`src/rtl/axi_sram_pkg.sv`:
```
// Shared types and constants for the AXI4 to single-port SRAM bridge.
package axi_sram_pkg;

   typedef enum logic [1:0] {
      IDLE    = 2'd0,
      WR_DATA = 2'd1,
      WR_RESP = 2'd2,
      RD_DATA = 2'd3
   } state_t;

   localparam logic [1:0] RESP_OKAY   = 2'b00;
   localparam logic [1:0] RESP_SLVERR = 2'b10;

   localparam int BEAT_BYTES        = 8;
   localparam int MEM_BYTES_DEFAULT = 1680;

endpackage

```
`src/rtl/axi_sram_bridge.sv`:
```
// AXI4 (64-bit INCR, one transaction outstanding) to synchronous SRAM bridge.
// Define AXI_SRAM_BRIDGE_RANGE_CHK_EN to suppress and SLVERR beats at or beyond MEM_BYTES.
module axi_sram_bridge
   import axi_sram_pkg::*;
#(
   parameter int ID_W      = 4,
   parameter int MEM_BYTES = MEM_BYTES_DEFAULT
) (
   input  logic            CLK,
   input  logic            RESETn,
   input  logic [ID_W-1:0] AWID,
   input  logic [31:0]     AWADDR,
   input  logic [7:0]      AWLEN,
   input  logic            AWVALID,
   output logic            AWREADY,
   input  logic [63:0]     WDATA,
   input  logic [7:0]      WSTRB,
   input  logic            WLAST,
   input  logic            WVALID,
   output logic            WREADY,
   output logic [ID_W-1:0] BID,
   output logic [1:0]      BRESP,
   output logic            BVALID,
   input  logic            BREADY,
   input  logic [ID_W-1:0] ARID,
   input  logic [31:0]     ARADDR,
   input  logic [7:0]      ARLEN,
   input  logic            ARVALID,
   output logic            ARREADY,
   output logic [ID_W-1:0] RID,
   output logic [63:0]     RDATA,
   output logic [1:0]      RRESP,
   output logic            RLAST,
   output logic            RVALID,
   input  logic            RREADY,
   output logic            SRAM_CEn,
   output logic [31:0]     SRAM_ADDR,
   output logic [63:0]     SRAM_WDATA,
   output logic            SRAM_WEn,
   output logic [7:0]      SRAM_WBEn,
   input  logic [63:0]     SRAM_RDATA
);

`ifdef AXI_SRAM_BRIDGE_RANGE_CHK_EN
   localparam bit RANGE_CHK = 1'b1;
`else
   localparam bit RANGE_CHK = 1'b0;
`endif

   function automatic logic out_of_range(input logic [31:0] a);
      return RANGE_CHK && (a >= 32'(MEM_BYTES));
   endfunction

   state_t          state_q, state_d;
   logic [ID_W-1:0] id_q;
   logic [31:0]     addr_q;
   logic [7:0]      len_q;
   logic [8:0]      beat_q;
   logic            wr_prio_q, wr_err_q, rvalid_q, rlast_q, roor_q;
   logic            wr_pick, aw_hs, ar_hs, w_beat, w_last, rd_issue, r_done;
   logic [31:0]     aw_base, ar_base;

   assign aw_base  = AWADDR & ~32'h7;
   assign ar_base  = ARADDR & ~32'h7;
   // The side that won last time yields on a collision
   assign wr_pick  = AWVALID && (!ARVALID || wr_prio_q);
   assign aw_hs    = (state_q == IDLE) && wr_pick;
   assign ar_hs    = (state_q == IDLE) && ARVALID && !wr_pick;
   assign w_beat   = (state_q == WR_DATA) && WVALID;
   assign w_last   = WLAST || (beat_q[7:0] == len_q);
   assign rd_issue = (state_q == RD_DATA) && (beat_q <= {1'b0, len_q}) && (!rvalid_q || RREADY);
   assign r_done   = rvalid_q && RREADY && rlast_q;

   always_ff @(posedge CLK or negedge RESETn) begin
      if (!RESETn) state_q <= IDLE;
      else         state_q <= state_d;
   end

   always_comb begin
      state_d = state_q;
      case (state_q)
         IDLE:    if (aw_hs) state_d = WR_DATA;
                  else if (ar_hs) state_d = RD_DATA;
         WR_DATA: if (w_beat && w_last) state_d = WR_RESP;
         WR_RESP: if (BREADY) state_d = IDLE;
         RD_DATA: if (r_done) state_d = IDLE;
         default: state_d = IDLE;
      endcase
   end

   always_comb begin
      SRAM_CEn   = 1'b1;
      SRAM_WEn   = 1'b1;
      SRAM_WBEn  = 8'hFF;
      SRAM_ADDR  = addr_q;
      SRAM_WDATA = WDATA;
      if (ar_hs) begin
         SRAM_ADDR = ar_base;
         SRAM_CEn  = out_of_range(ar_base);
      end else if (w_beat && !out_of_range(addr_q)) begin
         SRAM_CEn  = 1'b0;
         SRAM_WEn  = 1'b0;
         SRAM_WBEn = ~WSTRB;
      end else if (rd_issue) begin
         SRAM_CEn  = out_of_range(addr_q);
      end
   end

   assign AWREADY = aw_hs;
   assign ARREADY = ar_hs;
   assign WREADY  = (state_q == WR_DATA);
   assign BVALID  = (state_q == WR_RESP);
   assign BID     = id_q;
   assign BRESP   = wr_err_q ? RESP_SLVERR : RESP_OKAY;
   assign RID     = id_q;
   assign RVALID  = rvalid_q;
   assign RLAST   = rlast_q;
   assign RRESP   = roor_q ? RESP_SLVERR : RESP_OKAY;
   // SRAM holds its output while idle, so passing it straight through keeps RDATA stable under backpressure
   assign RDATA   = roor_q ? 64'd0 : SRAM_RDATA;

   always_ff @(posedge CLK or negedge RESETn) begin
      if (!RESETn) begin
         id_q      <= '0;
         addr_q    <= '0;
         len_q     <= '0;
         beat_q    <= '0;
         wr_prio_q <= 1'b1;
         wr_err_q  <= 1'b0;
         rvalid_q  <= 1'b0;
         rlast_q   <= 1'b0;
         roor_q    <= 1'b0;
      end else begin
         if (aw_hs) begin
            id_q      <= AWID;
            addr_q    <= aw_base;
            len_q     <= AWLEN;
            beat_q    <= 9'd0;
            wr_err_q  <= 1'b0;
            wr_prio_q <= 1'b0;
         end else if (ar_hs) begin
            // Beat 0 goes out with the handshake, so the counters start at beat 1
            id_q      <= ARID;
            addr_q    <= ar_base + 32'(BEAT_BYTES);
            len_q     <= ARLEN;
            beat_q    <= 9'd1;
            wr_prio_q <= 1'b1;
         end else if (w_beat || rd_issue) begin
            addr_q    <= addr_q + 32'(BEAT_BYTES);
            beat_q    <= beat_q + 9'd1;
            if (w_beat) wr_err_q <= wr_err_q | out_of_range(addr_q);
         end

         if (ar_hs) begin
            rvalid_q <= 1'b1;
            rlast_q  <= (ARLEN == 8'd0);
            roor_q   <= out_of_range(ar_base);
         end else if (rd_issue) begin
            rvalid_q <= 1'b1;
            rlast_q  <= (beat_q[7:0] == len_q);
            roor_q   <= out_of_range(addr_q);
         end else if (RREADY) begin
            rvalid_q <= 1'b0;
            rlast_q  <= 1'b0;
         end
      end
   end

endmodule

```
`config.mk`:
```
export PLATFORM = sky130hd
export DESIGN_NAME = axi_sram_bridge
export DESIGN_NICKNAME = d
export VERILOG_FILES = /design/src/rtl/axi_sram_pkg.sv /design/src/rtl/axi_sram_bridge.sv
export SDC_FILE = /design/constraint.sdc
export NUM_CORES = 1
export LEC_CHECK = 0
export CAP_MARGIN = 10
export CORE_AREA = 2 2 164 166
export CTS_BUF_LIST = sky130_fd_sc_hd__clkbuf_2
export DETAILED_ROUTE_END_ITERATION = 10
export DIE_AREA = 0 0 166 168
export GPL_TIMING_DRIVEN = 0
export PLACE_DENSITY = 0.6
export RECOVER_POWER = 50
export REMOVE_ABC_BUFFERS = 1
export SLEW_MARGIN = 20
export SYNTH_ARGS = -nofsm -noshare
export SYNTH_HDL_FRONTEND = slang
export SYNTH_SLANG_ARGS = --single-unit
```
`constraint.sdc`:
```
create_clock -name CLK -period 4.1 [get_ports CLK]
set_input_delay 0.82 -clock CLK [delete_from_list [all_inputs] [get_ports CLK]]
set_output_delay 0.82 -clock CLK [all_outputs]
set_load 0.01 [all_outputs]
```
# Word-level counts from Yosys, hierarchy flattened
# Index checks and enable logic that the tools add are counted.
totals:
  input_bits: 232
  elab_cells: 81
  out_inout_bits: 188
  reg_bits: 59
op_classes:
  reduce_logical: 24
  n_eq_ne: 8
  magnitude_cmp: 1
  n_mux: 35
  bitwise_logic: 1
  addsub: 3
ops:
  columns: ["operator", "count"]
  rows:
  - ["32-bit two-way mux", 4]
  - ["32-bit by 4-bit adder with 32-bit output, second input constant", 2]
  - ["64-bit two-way mux", 1]
  - ["8-bit two-way mux", 4]
  - ["9-bit two-way mux", 3]
  - ["1-bit two-way mux", 14]
  - ["2-bit two-way mux", 6]
  - ["1-bit logical AND", 10]
  - ["9-bit by 1-bit adder with 9-bit output, second input constant", 1]
  - ["9-bit by 8-bit less-or-equal comparator with 1-bit output", 1]
  - ["8-bit == test", 1]
  - ["8-bit logical NOT", 1]
  - ["4-bit two-way mux", 2]
  - ["8-bit inverter", 1]
  - ["2-bit case mux with 4 select lines", 1]
  - ["3-bit nonzero test", 2]
  - ["2-bit == test, second input constant", 2]
  - ["1-bit logical OR", 4]
  - ["2-bit by 1-bit != test with 1-bit output, second input constant", 2]
  - ["4-bit AND reduction", 1]
  - ["2-bit nonzero test", 2]
  - ["1-bit logical NOT", 3]
  - ["3-bit != test, second input constant", 1]
  - ["2-bit by 1-bit == test with 1-bit output, second input constant", 1]
  - ["other kinds (2)", 2]

# Longest topological paths before layout
depth:
  depth_word: 8
  ltp_mapped: 17
  ltp_nobuf: 12

# Worst setup path before layout
# Ideal clock, no wire load.
synth_timing:
  path_type: "input -> register"
  start: "in ARVALID"
  end: "reg addr_q[29]"
  required_ns: 3.955
  arrival_time_ns: 3.709
  setup_time_ns: 0.145
  n_path_buf: 4
  path_stages: 16
  slack_ns: 0.246
  path_cell_list: "nor3b_2 -> nand2_2 -> inv_2 -> buf_2 -> buf_2 -> buf_1 -> nand2_1 -> nand2_1 -> ha_1 -> clkbuf_1 -> nand3_1 -> nor3_1 -> a32oi_4 -> nor4_1 -> xnor2_1 -> a21oi_1"
synth_via:
  elab_chain_len: 7
  elab_cells_between_ends: 10
  cone_classes: "mux (2); reduce/logical (8)"
synth_rtl:
  columns: ["item", "line", "rtl"]
  rows:
  - ["from (decl)", "axi_sram_bridge.sv:28", "input logic ARVALID,"]
  - ["1-bit logical NOT", "axi_sram_bridge.sv:66", "assign wr_pick = AWVALID && (!ARVALID || wr_prio_q);"]
  - ["1-bit logical OR", "axi_sram_bridge.sv:66", null]
  - ["1-bit logical AND", "axi_sram_bridge.sv:66", null]
  - ["1-bit logical NOT", "axi_sram_bridge.sv:68", "assign ar_hs = (state_q == IDLE) && ARVALID && !wr_pick;"]
  - ["1-bit logical AND (*)", "axi_sram_bridge.sv:68", null]
  - ["net ARREADY", "axi_sram_bridge.sv:29", "output logic ARREADY,"]
  - ["32-bit two-way mux", "axi_sram_bridge.sv:141", "end else if (ar_hs) begin"]
  - ["32-bit two-way mux", "axi_sram_bridge.sv:134", "if (aw_hs) begin"]
  - ["to (signal assigned)", "axi_sram_bridge.sv:136", "addr_q <= aw_base;"]
  - ["to (signal assigned)", "axi_sram_bridge.sv:144", "addr_q <= ar_base + 32'(BEAT_BYTES);"]
  - ["to (signal assigned)", "axi_sram_bridge.sv:149", "addr_q <= addr_q + 32'(BEAT_BYTES);"]
  - ["to (decl)", "axi_sram_bridge.sv:56", "logic [31:0] addr_q;"]
# Mark *: on every way through the listed nets, which the timed path passes. The rest lies on a longest branch.
# A chain may end at the register's enable or synchronous reset.

# Worst setup path after layout
layout_timing:
  start: "in ARVALID"
  end: "out SRAM_ADDR[8]"
layout_via:
  elab_chain_len: 6
  elab_cells_between_ends: 7
  cone_classes: "mux (1); reduce/logical (6)"
layout_rtl:
  columns: ["item", "line", "rtl"]
  rows:
  - ["1-bit logical NOT", "axi_sram_bridge.sv:66", null]
  - ["1-bit logical OR", "axi_sram_bridge.sv:66", null]
  - ["1-bit logical AND", "axi_sram_bridge.sv:66", null]
  - ["1-bit logical NOT", "axi_sram_bridge.sv:68", null]
  - ["1-bit logical AND (*)", "axi_sram_bridge.sv:68", null]
  - ["32-bit two-way mux (*)", "axi_sram_bridge.sv:97", "if (ar_hs) begin"]
  - ["to (decl)", "axi_sram_bridge.sv:37", "output logic [31:0] SRAM_ADDR,"]
# Every way passes the cells marked *; elsewhere a longest branch is shown, timed or not.

==> out/qor.yml <==
status: "finished with violations"
failed_checks: "max-capacitance violations, max-slew violations"
ys_ff_latch: 55
drive_gt1_share_pct: 7.447
cpPeakStageDelay_ns: 0.54
seq_power_share_pct: 24.2
yosysUniqueCellTypes: 58
dr.pass1.iters: 5
rrSetupSlack_ns: 0.56
drv_cap: 1
setup_violations: 0
crit_path_start_kind: "input port"
yosysSeqAreaShare_pct: 26.83
required_ns: 3.28
rsz0062_at_grt: "no"
pwr_density_cell_nw_per_um2: 674.7
p_int_w: 0.002190
ir_drop_uv: 278.3
multi_input_area_sq_um: 2639
syn2layout_area_growth_pct: 21.42
yosysWarnings: 0
synth_area_sq_um: 5135
maxSlewViolCount: 35
grt_pass1_wl_mm: 40.86
clkTransAtPathRegs_ns: 0.35
routabilityCongestion: 0.8426
synthCells: 651
antenna_left: 0
comb_power_share_pct: 68.0
worst_ep_arrival_time_ns: 3.17
dr.first_iter.drc_count: 372
grt_pass1_vias: 4811
r2r_end: "addr_q[31]$_DFFE_PN0P_"
post-route-min-period_ns: 3.988
grt_max_degree: 35
regArea_sq_um: 1378
reg2reg_depth: 13
via_per_inst: 4.976
dp_hpwl_mm: 24.54
min-delay-start: "wr_prio_q$_DFFE_PN1P_"
hold-path-endpoint: "wr_prio_q$_DFFE_PN1P_"
final_core_util_pct: 23.66
die_x_um: 166
ctsHoldBuffers: 0
netSwitchingPower_w: 0.002017
wl_per_cell_um: 31.12
cpMostUsedCell: "clkdlybuf4s50_1"
layout.cells.non_filler: 999
min_path_cells: 2
async_flop_share_pct: 100.0
fillers: 2865
skew_ns: 0.03741
antenna_found_initial: 1
hold_viol: 0
numCtsBuffers: 5
placed_cells: 984
fp-row-count: 60
relSlewSlack_pct: -32.20
critical_path.slowest_cell: "clkdlybuf4s50_1"
initial_utilization_pct: 19.49
cts_tree: "built"
drcViolationCount: 0
crit_chain: "clkdlybuf4s50_1 > nor3b_4 > buf_8 > nand2_8 > inv_16 > mux2_2 > clkdlybuf4s50_1"
core_area_sq_um: 26350
dieArea_sq_um: 27890
crit_path_end_kind: "primary output"
timing_worst_setup_path_type: "input port to primary output"
antenna_cells: 0
ctsLongestPathBuffers: 2
p_sw_share_pct: 47.94
numPortBuffers: 150
p_leak_nw: 2.329
hp-class: "flip-flop to flip-flop"
ys.flop_type: "dfrtp_1"
syn_avg_cell_area_sq_um: 7.888
vias: 4971
ios: 420
hold_ws_ns: 0.5506
wl_mm: 31.09
nets: 899
max_slew.worst_pin.slew_ns: 1.983
die_h_um: 168
cts_sinks: 55
cp-startpoint: "ARVALID"
clock_latency_ns: 0.52
root_buffer: "clkbuf_2"
p_clk_share_pct: 7.8
ctsHtreeMaxLevel: 2
grt.total_usage_pct: 21.13
r2r_start: "state_q[0]$_DFFE_PN0P_"
period_share_pct: 97.26
synth_edf_count: 0
fmax_mhz: 250.8
path_max_fanout: 28
overflow: 0
[state kept, by name, summed over array words and instances, names as in the netlist]
register,count
len_q,8
beat_q,9
RVALID,1
BID,4
RLAST,1
state_q,2
wr_prio_q,1
addr_q,29
[logic make-up after synthesis]
logic type	after synthesis	synth area share [%]
buffers and inverters	193	24.59
AND/OR/NAND/NOR	209	19.79
XOR/XNOR	25	4.264
multiplexers	15	3.143
adder cells (fa/ha/maj)	10	2.437
AO/OA/AOI/OAI	143	18.88
other	1	0.07303
flip-flops	55	26.83
[cells in the mapped netlist (all sizes together), types with 7 or more instances]
master	instances	area (sq um)
clkbuf	18	67.56
a22oi	7	52.55
o21a	7	52.55
nor2	21	78.83
nand3	16	80.08
buf	150	1101
xnor2	20	175.2
nand4	11	68.82
a21oi	37	188.9
nand2	91	344.1
nor3	24	120.1
mux2	9	101.4
o21ai	31	155.1
o211ai	7	52.55
and3	13	81.33
nor4	9	71.32
inv	25	93.84
o22ai	9	56.30
ha	10	125.1
dfrtp	54	1351
a221o	13	130.1
a31oi	8	50.05
[layout make-up]
cell class / count / area share (%)
clock buffers: 5 / 0.4014
clock inverters: 3 / 0.7626
inverters: 25 / 1.866
multi-input cells: 411 / 42.32
flip-flops and latches: 55 / 22.10
well taps: 341 / 6.843
repair buffers: 158 / 25.57
repair inverters: 1 / 0.1405
[power groups by stage]
| stage | clock network [W] | logic (W) | registers (W) |
|---|---|---|---|
| 6_report | 0.000326 | 0.00286 | 0.00102 |
| 5_1_grt | 0.000356 | 0.00311 | 0.00106 |
| 4_1_cts | 0.000339 | 0.00287 | 0.00101 |
| 3_5_place_dp | 0 | 0.00267 | 0.00103 |
| 3_3_place_gp | 0 | 0.00256 | 0.00102 |
| 2_1_floorplan | 0 | 0.00146 | 0.000984 |
[metrics by stage]
step	setup slack [ns]	cell area (sq um)	setup TNS, ns	total power (W)
3_3_place_gp	-3.004	5917	-154.78	0.003572
4_1_cts	0.01036	6221	0	0.004219
5_1_grt	0.005518	6235	0	0.004521
3_5_place_dp	-1.767	6017	-59.53	0.003692
6_report	0.1124	6235	0	0.004206
2_1_floorplan	-0.3491	3989	-2.145	0.002443
[cells in the final DEF, fill, tap and decap left out, types with 3 or more instances in the layout]
cell type and instances:
nor2_1 20, clkbuf_2 5, xnor2_1 20, or3_1 3, nand2b_1 3, buf_4 4
nor3_1 23, conb_1 7, inv_1 22, clkdlybuf4s50_1 148, a31oi_1 7, and2_1 4
o31ai_1 3, ha_1 10, a221o_1 13, mux2i_1 5, nand4_1 11, o211ai_1 7
a21oi_1 36, nor2b_1 5, o21ai_0 29, o22ai_1 9, xor2_1 5, dfrtp_1 54
and3_1 13, nand2_1 89, a211oi_1 5, o21a_1 6, nor4_1 8, mux2_2 9
a22oi_1 7, nand3_1 15
[worst max-delay path, delay by kind of cell]
| family | cells | cell delay [ns] |
|---|---|---|
| muxes | 1 | 0.38 |
| and+or+nand+nor | 2 | 0.45 |
| buffers and inverters | 4 | 1.49 |
[per-layer routing]
| metal | wire [um] | part of all wire, % | GRT usage (%) | vias to the layer above |
|---|---|---|---|---|
| li1 | - | - | - | 2153 |
| met1 | 10700 | 34 | 21.03 | 2363 |
| met2 | 13570 | 44 | 32.83 | 376 |
| met3 | 4649 | 15 | 14.48 | 73 |
| met4 | 1973 | 6.3 | 11.00 | 6 |
| met5 | 193 | 0.62 | 5.391 | - |
[what timing repair did]
action,4_1_cts,5_1_grt
setup buffers,4,0
gates resized for setup,18,5
pin swaps,1,0
gates cloned,2,1
setup endpoints to repair,49,14
[worst max path at each step]
stage                                   to  slack, ns  cells past startpoint
global placement    addr_q[31]$_DFFE_PN0P_      -3.00                     13
CTS                          SRAM_ADDR[18]       0.01                      8
detailed placement  addr_q[31]$_DFFE_PN0P_      -1.77                     14
finish                        SRAM_ADDR[8]       0.11                      7
floorplan           addr_q[29]$_DFFE_PN0P_      -0.35                     12
global route                  SRAM_ADDR[9]      0.006                      7
Power figures use the tool's default switching activity.
